==> src/rtl/cpu_pkg.sv <==
// Shared constants for the forwarding pipeline: operand-select codes and
// default datapath/register-index widths.
package cpu_pkg;

  localparam int unsigned XLEN_DEF = 32;
  localparam int unsigned RW_DEF   = 5;

  localparam logic [1:0] FWD_RF    = 2'b00;
  localparam logic [1:0] FWD_WB    = 2'b01;
  localparam logic [1:0] FWD_EXMEM = 2'b10;

endpackage

==> src/rtl/fwd_cmp.sv <==
// Per-operand forwarding comparator: picks the youngest in-flight writer of rs_i.
module fwd_cmp
  import cpu_pkg::*;
#(
  parameter int unsigned RW = RW_DEF
) (
  input  logic [RW-1:0] rs_i,
  input  logic [RW-1:0] exmem_rd_i,
  input  logic          exmem_regwrite_i,
  input  logic [RW-1:0] memwb_rd_i,
  input  logic          memwb_regwrite_i,
  output logic [1:0]    sel_o,
  output logic          exmem_hit_o
);

  logic memwb_hit;

  // x0 is hardwired to zero, so a write to it never produces a forward.
  assign exmem_hit_o = exmem_regwrite_i && (exmem_rd_i != '0) && (exmem_rd_i == rs_i);
  assign memwb_hit   = memwb_regwrite_i && (memwb_rd_i != '0) && (memwb_rd_i == rs_i);

  always_comb begin
    sel_o = FWD_RF;
    if (exmem_hit_o) begin
      sel_o = FWD_EXMEM;
    end else if (memwb_hit) begin
      sel_o = FWD_WB;
    end
  end

endmodule

==> src/rtl/forward_pipe.sv <==
// EX/MEM and MEM/WB pipeline registers with operand-forwarding selects and
// load-use detection for the instruction currently in EX.
module forward_pipe
  import cpu_pkg::*;
#(
  parameter int unsigned XLEN = XLEN_DEF,
  parameter int unsigned RW   = RW_DEF
) (
  input  logic            clk_i,
  input  logic            rst_i,
  input  logic            stall_i,
  input  logic            bubble_i,
  input  logic [RW-1:0]   ex_rd_i,
  input  logic            ex_regwrite_i,
  input  logic            ex_memtoreg_i,
  input  logic [XLEN-1:0] ex_alu_i,
  input  logic [RW-1:0]   ex_rs1_i,
  input  logic [RW-1:0]   ex_rs2_i,
  input  logic [XLEN-1:0] mem_rdata_i,
  output logic [1:0]      fwd_a_o,
  output logic [1:0]      fwd_b_o,
  output logic [XLEN-1:0] exmem_data_o,
  output logic [XLEN-1:0] wb_data_o,
  output logic [RW-1:0]   wb_rd_o,
  output logic            wb_regwrite_o,
  output logic            load_use_o
);

  logic [RW-1:0]   exmem_rd_q, exmem_rd_d;
  logic            exmem_regwrite_q, exmem_regwrite_d;
  logic            exmem_memtoreg_q, exmem_memtoreg_d;
  logic [XLEN-1:0] exmem_alu_q, exmem_alu_d;
  logic [RW-1:0]   memwb_rd_q, memwb_rd_d;
  logic            memwb_regwrite_q, memwb_regwrite_d;
  logic [XLEN-1:0] memwb_data_q, memwb_data_d;

  logic hit_a, hit_b;

  // Stall overrides bubble; a bubble inserts an all-zero NOP into EX/MEM.
  always_comb begin
    exmem_rd_d       = exmem_rd_q;
    exmem_regwrite_d = exmem_regwrite_q;
    exmem_memtoreg_d = exmem_memtoreg_q;
    exmem_alu_d      = exmem_alu_q;
    memwb_rd_d       = memwb_rd_q;
    memwb_regwrite_d = memwb_regwrite_q;
    memwb_data_d     = memwb_data_q;
    if (!stall_i) begin
      memwb_rd_d       = exmem_rd_q;
      memwb_regwrite_d = exmem_regwrite_q;
      memwb_data_d     = exmem_memtoreg_q ? mem_rdata_i : exmem_alu_q;
      if (bubble_i) begin
        exmem_rd_d       = '0;
        exmem_regwrite_d = 1'b0;
        exmem_memtoreg_d = 1'b0;
        exmem_alu_d      = '0;
      end else begin
        exmem_rd_d       = ex_rd_i;
        exmem_regwrite_d = ex_regwrite_i;
        exmem_memtoreg_d = ex_memtoreg_i;
        exmem_alu_d      = ex_alu_i;
      end
    end
  end

  always_ff @(posedge clk_i) begin
    if (!rst_i) begin
      exmem_rd_q       <= '0;
      exmem_regwrite_q <= 1'b0;
      exmem_memtoreg_q <= 1'b0;
      exmem_alu_q      <= '0;
      memwb_rd_q       <= '0;
      memwb_regwrite_q <= 1'b0;
      memwb_data_q     <= '0;
    end else begin
      exmem_rd_q       <= exmem_rd_d;
      exmem_regwrite_q <= exmem_regwrite_d;
      exmem_memtoreg_q <= exmem_memtoreg_d;
      exmem_alu_q      <= exmem_alu_d;
      memwb_rd_q       <= memwb_rd_d;
      memwb_regwrite_q <= memwb_regwrite_d;
      memwb_data_q     <= memwb_data_d;
    end
  end

  fwd_cmp #(
    .RW(RW)
  ) u_fwd_a (
    .rs_i            (ex_rs1_i),
    .exmem_rd_i      (exmem_rd_q),
    .exmem_regwrite_i(exmem_regwrite_q),
    .memwb_rd_i      (memwb_rd_q),
    .memwb_regwrite_i(memwb_regwrite_q),
    .sel_o           (fwd_a_o),
    .exmem_hit_o     (hit_a)
  );

  fwd_cmp #(
    .RW(RW)
  ) u_fwd_b (
    .rs_i            (ex_rs2_i),
    .exmem_rd_i      (exmem_rd_q),
    .exmem_regwrite_i(exmem_regwrite_q),
    .memwb_rd_i      (memwb_rd_q),
    .memwb_regwrite_i(memwb_regwrite_q),
    .sel_o           (fwd_b_o),
    .exmem_hit_o     (hit_b)
  );

  // Load data is not ready until MEM completes; the hazard unit must stall.
  assign load_use_o    = exmem_memtoreg_q && (hit_a || hit_b);

  assign exmem_data_o  = exmem_alu_q;
  assign wb_data_o     = memwb_data_q;
  assign wb_rd_o       = memwb_rd_q;
  assign wb_regwrite_o = memwb_regwrite_q;

endmodule

==> config.mk <==
export PLATFORM = sky130hd
export DESIGN_NAME = forward_pipe
export DESIGN_NICKNAME = d
export VERILOG_FILES = /design/src/rtl/cpu_pkg.sv /design/src/rtl/fwd_cmp.sv /design/src/rtl/forward_pipe.sv
export SDC_FILE = /design/constraint.sdc
export NUM_CORES = 1
export LEC_CHECK = 0
export BUFFER_PORTS_ARGS = -buffer_cell sky130_fd_sc_hd__buf_2
export CAP_MARGIN = 20
export CORE_ASPECT_RATIO = 0.75
export CORE_MARGIN = 1
export CORE_UTILIZATION = 46
export DETAILED_ROUTE_END_ITERATION = 16
export GPL_TIMING_DRIVEN = 0
export PLACE_DENSITY = 0.79
export SYNTH_ARGS = -nofsm -noshare
export SYNTH_HDL_FRONTEND = slang
export SYNTH_SLANG_ARGS = --single-unit
==> constraint.sdc <==
create_clock -name clk_i -period 2.1 [get_ports clk_i]
set_input_delay 0.315 -clock clk_i [delete_from_list [all_inputs] [get_ports clk_i]]
set_output_delay 0.315 -clock clk_i [all_outputs]
set_load 0.01 [all_outputs]
# ---- Word level (Yosys, flattened, before mapping)
# Cells that the tools add are included.
dict set report op_classes {
  n_eq_ne 4
  mux 9
  reduce_logical 10
}
# op n
set op_table {}
lappend op_table {{$mux 32} 2}
lappend op_table {{$eq 5x5->1} 4}
lappend op_table {{$reduce_bool 5->1} 2}
lappend op_table {{$logic_and 1x1->1} 7}
lappend op_table {{$mux 5} 1}
lappend op_table {{$mux 1} 4}
lappend op_table {{$mux 2} 2}
lappend op_table {{$logic_or 1x1->1} 1}
dict set report word_totals {
  ff_bits 77
  input_bits 85
  word_cells 30
}

# ---- Depth between registers and ports, before layout
# Gate-level depths: netlist of the first run.
dict set report logic_depth {
  depth_word 5
  ltp_mapped 6
}

# ---- Cells and area by module
# A second synthesis of the first run with hierarchy kept.
dict set report hier_totals {
  hier_cells 377
  hier_area_um2 3816.2
}
# module n_inst cells_each area_each_um2 seq_area_each_um2
set by_module_without_submodules {}
lappend by_module_without_submodules {forward_pipe 1 335 3498.4 1541.5}
lappend by_module_without_submodules {fwd_cmp 2 21 158.9 0.0}

# ---- Worst setup path after synthesis of the first run
# OpenSTA, ideal clock, no wires.
dict set report synth_timing {
  path_type {register to output}
  start {register exmem_rd_q[1]}
  end {output port fwd_a_o[0]}
  t_arrival_ns 1.554
  required_time_ns 1.785
  setup_slack_ns 0.231
  path_stages_with_launch 5
  cell_sequence {dfxtp_1 or4_1 o21ai_2 nor4_1 nor4_1}
}
dict set report synth_between {
  elab_chain_cells 4
  word_cells_on_any_way 5
  classes_between {1 x eq/ne; 1 x mux; 3 x reduce/logical}
}
# element line
set synth_lines {}
lappend synth_lines {{from (decl)} forward_pipe.sv:29} ;# logic [RW-1:0] exmem_rd_q, exmem_rd_d;
lappend synth_lines {{from (signal assigned)} forward_pipe.sv:76} ;# exmem_rd_q <= exmem_rd_d;
lappend synth_lines {{$reduce_bool 5->1} fwd_cmp.sv:19} ;# assign exmem_hit_o = exmem_regwrite_i && (exmem_rd_i != '0) && (exmem_rd_i == rs_i);
lappend synth_lines {{$logic_and 1x1->1} fwd_cmp.sv:19}
lappend synth_lines {{$logic_and 1x1->1 (*)} fwd_cmp.sv:19}
lappend synth_lines {{named net hit_a} forward_pipe.sv:37} ;# logic hit_a, hit_b;
lappend synth_lines {{$mux 2 (*)} fwd_cmp.sv:24} ;# if (exmem_hit_o) begin
lappend synth_lines {{to (decl)} forward_pipe.sv:20} ;# output logic [1:0] fwd_a_o,
# Mark *: on every way through the listed nets, which the timed path passes. The rest lies on a longest branch.

# ---- Final worst setup path of the first run
dict set report layout_timing {
  start {register memwb_rd_q[0] (netlist: wb_rd_o[0])}
  end {output port fwd_a_o[0]}
}
dict set report layout_between {
  elab_chain_cells 5
  word_cells_on_any_way 6
  classes_between {1 x eq/ne; 2 x mux; 3 x reduce/logical}
}
# element line
set layout_lines {}
lappend layout_lines {{from (decl)} forward_pipe.sv:33} ;# logic [RW-1:0] memwb_rd_q, memwb_rd_d;
lappend layout_lines {{from (signal assigned)} forward_pipe.sv:80} ;# memwb_rd_q <= memwb_rd_d;
lappend layout_lines {{$reduce_bool 5->1} fwd_cmp.sv:20} ;# assign memwb_hit = memwb_regwrite_i && (memwb_rd_i != '0) && (memwb_rd_i == rs_i);
lappend layout_lines {{$logic_and 1x1->1} fwd_cmp.sv:20}
lappend layout_lines {{$logic_and 1x1->1 (*)} fwd_cmp.sv:20}
lappend layout_lines {{$mux 1 (*)} fwd_cmp.sv:26} ;# end else if (memwb_hit) begin
lappend layout_lines {{$mux 2 (*)} fwd_cmp.sv:24}
# Mark *: on every way between the ends. The rest lies on a longest branch, timed or not.

==> impl_results.md, run 1 <==
* Yosys top cell area share at 45.5%
* Port bufs at 157
* Number of flops mapped to enable cells by yosys at 0
* Critical path's slowest cell: or4_4
* Reg2reg end: wb_data_o[12]
* Synth cell types at 24
* WP depth at 5
* CP top delay family: simple AND/OR/NAND/NOR gates
* Post-synthesis cell area at 3390 µm²
* Worst R2R Path Depth at 4
* Crit-path max cell delay at 0.53 ns
* Final period util at 103%
* Worst-skew pair later-pin latency at 0.33 ns
* Fillcell total at 624
* Slew @ Worst Pin at 0.533 ns
* Avg Cell Area, Syn at 9.34 µm²
* Top post-synthesis cells by area: dfxtp_1, mux2i_1, a22oi_1, nor2b_1, and2_1
* Crit end category: output port
* Hold Vio Cnt, Final at 0
* Synthesized instance count at 363
* Register share of total power at 50.4%
* CP cell instances: or4_4 -> o21ai_2 -> or4_4 -> nor4_2 -> buf_2
* Hold path startpoint: ex_alu_i[17]
* Vias in the first global route at 3070
* Seq/Total Area, Yosys at 45.5%
* CTS Buffer Depth at 2
* Cell mode on critical path: or4_4
* Area leader, netlist: dfxtp_1
* Setup TNS at -0.118 ns
* Area grow syn2layout at 36.9%
* Largest net degree at the start of global routing at 13
* Max Cap Viol at 0
* Detailed-route wire length per cell at 14.8 µm
* TritonCTS sink count at 77
* Post-layout instance area at 4640 µm²
* WP data arrival at 1.85 ns
* Number of diodes at 0
* Peak VDD IR at 383 µV
* Reg2reg setup slack at 0.56 ns
* I/O Pins at 160
* CP max FO at 4
* Yosys reg bits at 77
* Reg-to-reg critical path startpoint: exmem_memtoreg_q
* Share of layout cells above drive strength 1 at 38.6%
* Global route overflow at 0
* Setup violations, final at 2
* Initial Util at 48.7%
* Clock Pin Slew Worst Setup and Hold Paths at 0.07 ns
* Slew Limit Fails at 0
* Num rows at 26
* Total via count in the routed design at 3221
* Max Clk Rate at 463 MHz
* Die height at 76.4 µm
* Clk_skew at 0.00443 ns
* Initial antenna violation count at 0
* Max-slew headroom at 64.5%
* Total GRT Usage at 24.6%
* Vias per inst at 5.03
* Required time worst endpoint at 1.78 ns
* Cell Int Power at 2.30 mW
* Failing checks: negative setup slack
* RSZ-0062 raised after global routing: true
* CORE AREA at 6960 µm²
* Nets at 623
* Min cycle time layout at 2.16 ns
* Cell Pwr Density at 659 nW/µm²
* Syn nets at 448
* Initial DRC count at 89
* CTS buffer count at 9
* Crit Path Class: flop to output port
* CTS tree: built
* NetSw at 755 µW
* Lkg Pwr at 2.07 nW
* Ys Warns at 0
* Placed cell area at 4300 µm²
* Residual DRC at 0
* Root Buffer: clkbuf_8
* Routability cong. at 0.959
* Top-count cell post-synth: dfxtp_1
* Top cells by count, synth: dfxtp_1, nor2b_1, a22oi_1, mux2i_1
* Post-route setup slack at -0.0611 ns
* Hold Crit Class: primary input to flop
* Critical Path End: fwd_a_o[0]
* H-tree levels at 3
* DRT Pass-1 Iters at 4
* Total Wirelength at 9440 µm
* Crit path launch type: flop
* Width of the die at 101 µm
* Async SR Flop Fraction at 0%
* Die ar. at 7720 µm²
* Main synth FF type: dfxtp_1
* Antenna-violating nets left at 0
* Buf+Inv Stages, Crit Path at 1
* Clk network pwr share at 36.4%
* Final HPWL DP at 7020 µm
* Status: finished, violations left
* Net Sw Frac at 24.7%
* Worst Setup SP: wb_rd_o[0]
* Logic pwr share at 13.3%
* First-pass GRT wire length at 14800 µm
-- repair_timing --
item / 4_1_cts / 5_1_grt
gates resized for setup: 21 / 7
endpoints found under the hold margin: 0 / 0
pin swaps: 7 / 1
buffers inserted: 7 / 1
setup endpoints to repair: 5 / 5
hold buffers: 0 / 0
-- cells by family (layout without fill, tap and decap cells) --
logic type | count (synthesis) | in the layout | synth area share [%]
DFF | 77 | 77 | 45.5
and+or+nand+nor | 123 | 123 | 20.4
AOI/OAI and AO/OA | 74 | 74 | 13.9
xor gates and xnor gates | 20 | 20 | 5.17
buffers and inverters | 31 | 210 | 3.87
muxes | 38 | 38 | 11.2
-- cell type report --
type | instances | area, µm² | area share (%)
Buffer | 29 | 124 | 2.67
Clock buffer | 11 | 151 | 3.26
Clock inverter | 4 | 47.5 | 1.02
Inverter | 1 | 3.75 | 0.0809
Multi-Input combinational cell | 255 | 1770 | 38.2
Sequential cell | 77 | 1570 | 33.9
Tap cell | 98 | 123 | 2.64
Timing Repair Buffer | 165 | 846 | 18.2
-- worst register-to-register path, cell delays in order (launching register included) --
cell and delay, ns:
dfxtp_1 0.54, buf_2 0.39, mux2i_1 0.26, o21ai_0 0.09, and2_1 0.17
-- how the worst min path moves through the flow --
stage	endpoint	slack, ns	depth (start not counted)
after floorplan	exmem_data_o[0]	0.48	2
after global routing	exmem_rd_q[1]	0.22	3
after CTS	exmem_data_o[26]	0.21	3
after detailed placement	exmem_data_o[10]	0.54	2
final	exmem_data_o[17]	0.23	3
after global placement	exmem_data_o[10]	0.54	2
-- through the flow --
stage / power (mW) / worst slack [ns] / hold slack (ns) / std cells / utilization (%)
after floorplan: 1.78 / 0.231 / 0.481 / 363 / -
after global placement: 1.96 / 0.155 / 0.536 / 618 / 61.8
after detailed placement: 1.97 / 0.0729 / 0.543 / 618 / 61.8
after CTS: 3.08 / -0.0861 / 0.214 / 639 / 66.2
after global routing: 3.20 / -0.127 / 0.218 / 640 / 66.7
final: 3.06 / -0.0611 / 0.227 / 640 / 66.7
-- flip-flops by register name (all words and copies together) (netlist names) --
register / flops
exmem_data_o: 32
wb_data_o: 32
exmem_rd_q: 5
wb_rd_o: 5
exmem_memtoreg_q: 1
exmem_regwrite_q: 1
wb_regwrite_o: 1
-- cells in the final DEF, fill, tap and decap left out, drive strengths merged --
cell type    n
buf        175
dfxtp       77
nor2b       45
a22oi       38
mux2i       38
o21ai       34
nand2       32
and2        32
clkbuf      30
xor2        14
xnor2        6
or4          4
nor4         4
nand3        2
or3          2
clkinv       2
inv          1
a211oi       1
nor2         1
nor3b        1
a21oi        1
clkinvlp     1
bufinv       1
-- layer usage --
metal | global-route usage [%] | routed length (µm) | vias to the layer above
met3 | 6.51 | 658 | 12
met2 | 40.2 | 4410 | 126
met5 | 0 | 0 | -
met4 | 7.97 | 108 | 0
met1 | 31.5 | 4270 | 1483
li1 | - | - | 1600
-- power groups by stage --
stage          registers, mW  clock network [mW]  logic (mW)
2_1_floorplan           1.59                   0       0.190
3_3_place_gp            1.58                   0       0.377
3_5_place_dp            1.58                   0       0.387
4_1_cts                 1.54                1.14       0.402
5_1_grt                 1.55                1.21       0.447
6_report                1.54                1.11       0.406
Power figures use the tool's default switching activity.
==> run 2, diff against run 1 <==
Settings changed: TNS_END_PERCENT set to 20.
==> run 2 against run 1 <==
The run still ends with negative setup slack left. Worst hold slack lost 0.0042 ns. Global-route usage rose by 0.078 points. Wire length decreased by 0.16%. Critical path depth fell by 1. Largest cell class unchanged.
==> impl_results.md, run 2 (synthesized netlist as in run 1, its figures left out) <==
* Status: finished, violations left
* Failing checks: negative setup slack
* Peak VDD IR at 381 µV (-0.60%)
* TritonCTS sink count at 77 (unchanged)
* Wire length on met2 at 4340 µm (-1.5%)
* Clk_skew at 0.00540 ns (+0.000968 ns)
* Max Cap Viol at 0 (unchanged)
* Required time worst endpoint at 1.78 ns (about the same)
* Area of the multi-input gates at 1780 µm² (about the same)
* Max Clk Rate at 441 MHz (-4.8%)
* Largest net degree at the start of global routing at 13 (unchanged)
* WP data arrival at 1.95 ns (+0.10 ns)
* Width of the die at 101 µm (unchanged)
* Slew Limit Fails at 0 (unchanged)
* Utilization after layout at 66.4% (-0.29 points)
* Max layer used: met4
* Initial Util at 48.7% (unchanged)
* Global route overflow at 0 (unchanged)
* Initial DRC count at 80 (-10%)
* Share of layout cells above drive strength 1 at 38.1% (-0.41 points)
* Cell Int Power at 2.30 mW (about the same)
* Setup Slack @ Placement at 0.0729 ns (unchanged)
* Final period util at 108% (+5.2 points)
* Root Buffer: clkbuf_8
* Detailed-route wire length per cell at 14.8 µm (+0.15%)
* Hold Buf Count CTS at 0 (unchanged)
* CORE AREA at 6960 µm² (unchanged)
* Overall Power at 3.06 mW (+0.12%)
* Seq. cell area at 1570 µm² (-0.40%)
* Residual DRC at 0 (unchanged)
* Commonest non-fill, non-tap cells in the layout: buf_2, dfxtp_1, nor2b_1
* Port bufs at 157 (unchanged)
* Register share of total power at 50.4% (about the same)
* Total GRT Usage at 24.7% (+0.078 points)
* Worst-skew pair later-pin latency at 0.34 ns (about the same)
* Vias per inst at 5.06 (+0.56%)
* Total via count in the routed design at 3229 (+0.25%)
* Num rows at 26 (unchanged)
* Vias in the first global route at 3055 (-0.49%)
* Crit path launch type: flop
* CP max FO at 3 (-1)
* Fillcell total at 619 (-0.80%)
* Total Wirelength at 9430 µm (-0.16%)
* Hold Crit Class: primary input to flop
* Max-slew headroom at 64.3% (-0.20 points)
* Die ar. at 7720 µm² (unchanged)
* Setup TNS at -0.279 ns (-0.161 ns)
* Met1 wire length at 4340 µm (+1.8%)
* I/O Pins at 160 (unchanged)
* Commonest non-fill, non-tap cell in the layout: buf_2
* Nets at 621 (-0.32%)
* WHS at 0.223 ns (-0.00421 ns)
* H-tree levels at 3 (unchanged)
* Routed wl met3 at 585 µm (-11%)
* Slew @ Worst Pin at 0.536 ns (+0.00300 ns)
* Hold Vio Cnt, Final at 0 (unchanged)
* Crit Path Class: flop to output port
* Crit end category: output port
* Final HPWL DP at 7020 µm (unchanged)
* CTS Buffer Depth at 2 (unchanged)
* Lkg Pwr at 2.06 nW (-0.51%)
* Die height at 76.4 µm (unchanged)
* Net Sw Frac at 24.8% (+0.096 points)
* Min cycle time layout at 2.27 ns (+0.109 ns)
* Clock Pin Slew Worst Setup and Hold Paths at 0.08 ns (about the same)
* CTS tree: built
* Clk network pwr share at 36.5% (about the same)
* Routability cong. at 0.959 (unchanged)
* Cell Pwr Density at 663 nW/µm² (+0.55%)
* Setup violations, final at 4 (+2)
* Area grow syn2layout at 36.3%
* Post-route setup slack at -0.170 ns (-0.109 ns)
* CTS buffer count at 9 (unchanged)
* DRT Pass-1 Iters at 4 (unchanged)
* Number of diodes at 0 (unchanged)
* Logic pwr share at 13.1% (-0.2 points)
* Initial antenna violation count at 0 (unchanged)
* Antenna-violating nets left at 0 (unchanged)
* NetSw at 759 µW (+0.51%)
* First-pass GRT wire length at 14800 µm (+0.19%)
* RSZ-0062 raised after global routing: true
run 2: changes by cell type in the layout (fill, tap and decap cells not counted), sizes merged:
| cell | before | now |
|---|---|---|
| buf | 175 | 173 |
run 2: path summary, 6_finish.rpt:
| path | depth (start not counted) | start | end | slack, ns |
|---|---|---|---|---|
| worst max register to register | 4 | exmem_memtoreg_q | wb_data_o[12] | 0.54 |
| worst min register to register | 2 | exmem_data_o[21] | exmem_data_o[21] | 0.56 |
| worst max-delay path | 4 | wb_rd_o[2] | fwd_b_o[0] | -0.17 |
| worst min-delay path | 3 | ex_alu_i[17] | exmem_data_o[17] | 0.22 |
run 2: what timing repair did:
action,in CTS,in global routing
setup buffers,5,1
setup endpoints to repair,5,5
pin swaps,6,1
resized for setup,19,6
run 2: area by class of cell:
class / count / area share [%]
Buffer: 29 / 2.68
Clock buffer: 11 / 3.28
Clock inverter: 4 / 1.03
Inverter: 1 / 0.0812
Multi-Input combinational cell: 255 / 38.4
Sequential cell: 77 / 33.9
Tap cell: 98 / 2.65
Timing Repair Buffer: 163 / 18.0
run 2: metal layers:
layer / vias up / GRT usage [%]
li1: 1596 / -
met1: 1486 / 31.8
met2: 130 / 40.3
met3: 17 / 6.24
met4: 0 / 8.26
met5: - / 0
run 2: worst max-delay path, cell delays in order, from the launching register on:
cell and delay [ns]:
dfxtp_4 0.37, xor2_1 0.16, or4_1 0.55, nor4_2 0.35
buf_2 0.19
run 2: through the flow:
stage / instance area (µm²) / cells
CTS: 4590 / 637
global route: 4620 / 638
detailed placement: 4300 / 618
floorplan: 3390 / 363
finish: 4620 / 638
global placement: 4300 / 618
run 2: power groups by stage:
stage | Clock, mW | Combinational, mW | Sequential (mW)
floorplan | 0 | 0.190 | 1.59
global placement | 0 | 0.377 | 1.58
detailed placement | 0 | 0.387 | 1.58
CTS | 1.14 | 0.397 | 1.54
global route | 1.21 | 0.442 | 1.55
finish | 1.12 | 0.401 | 1.54
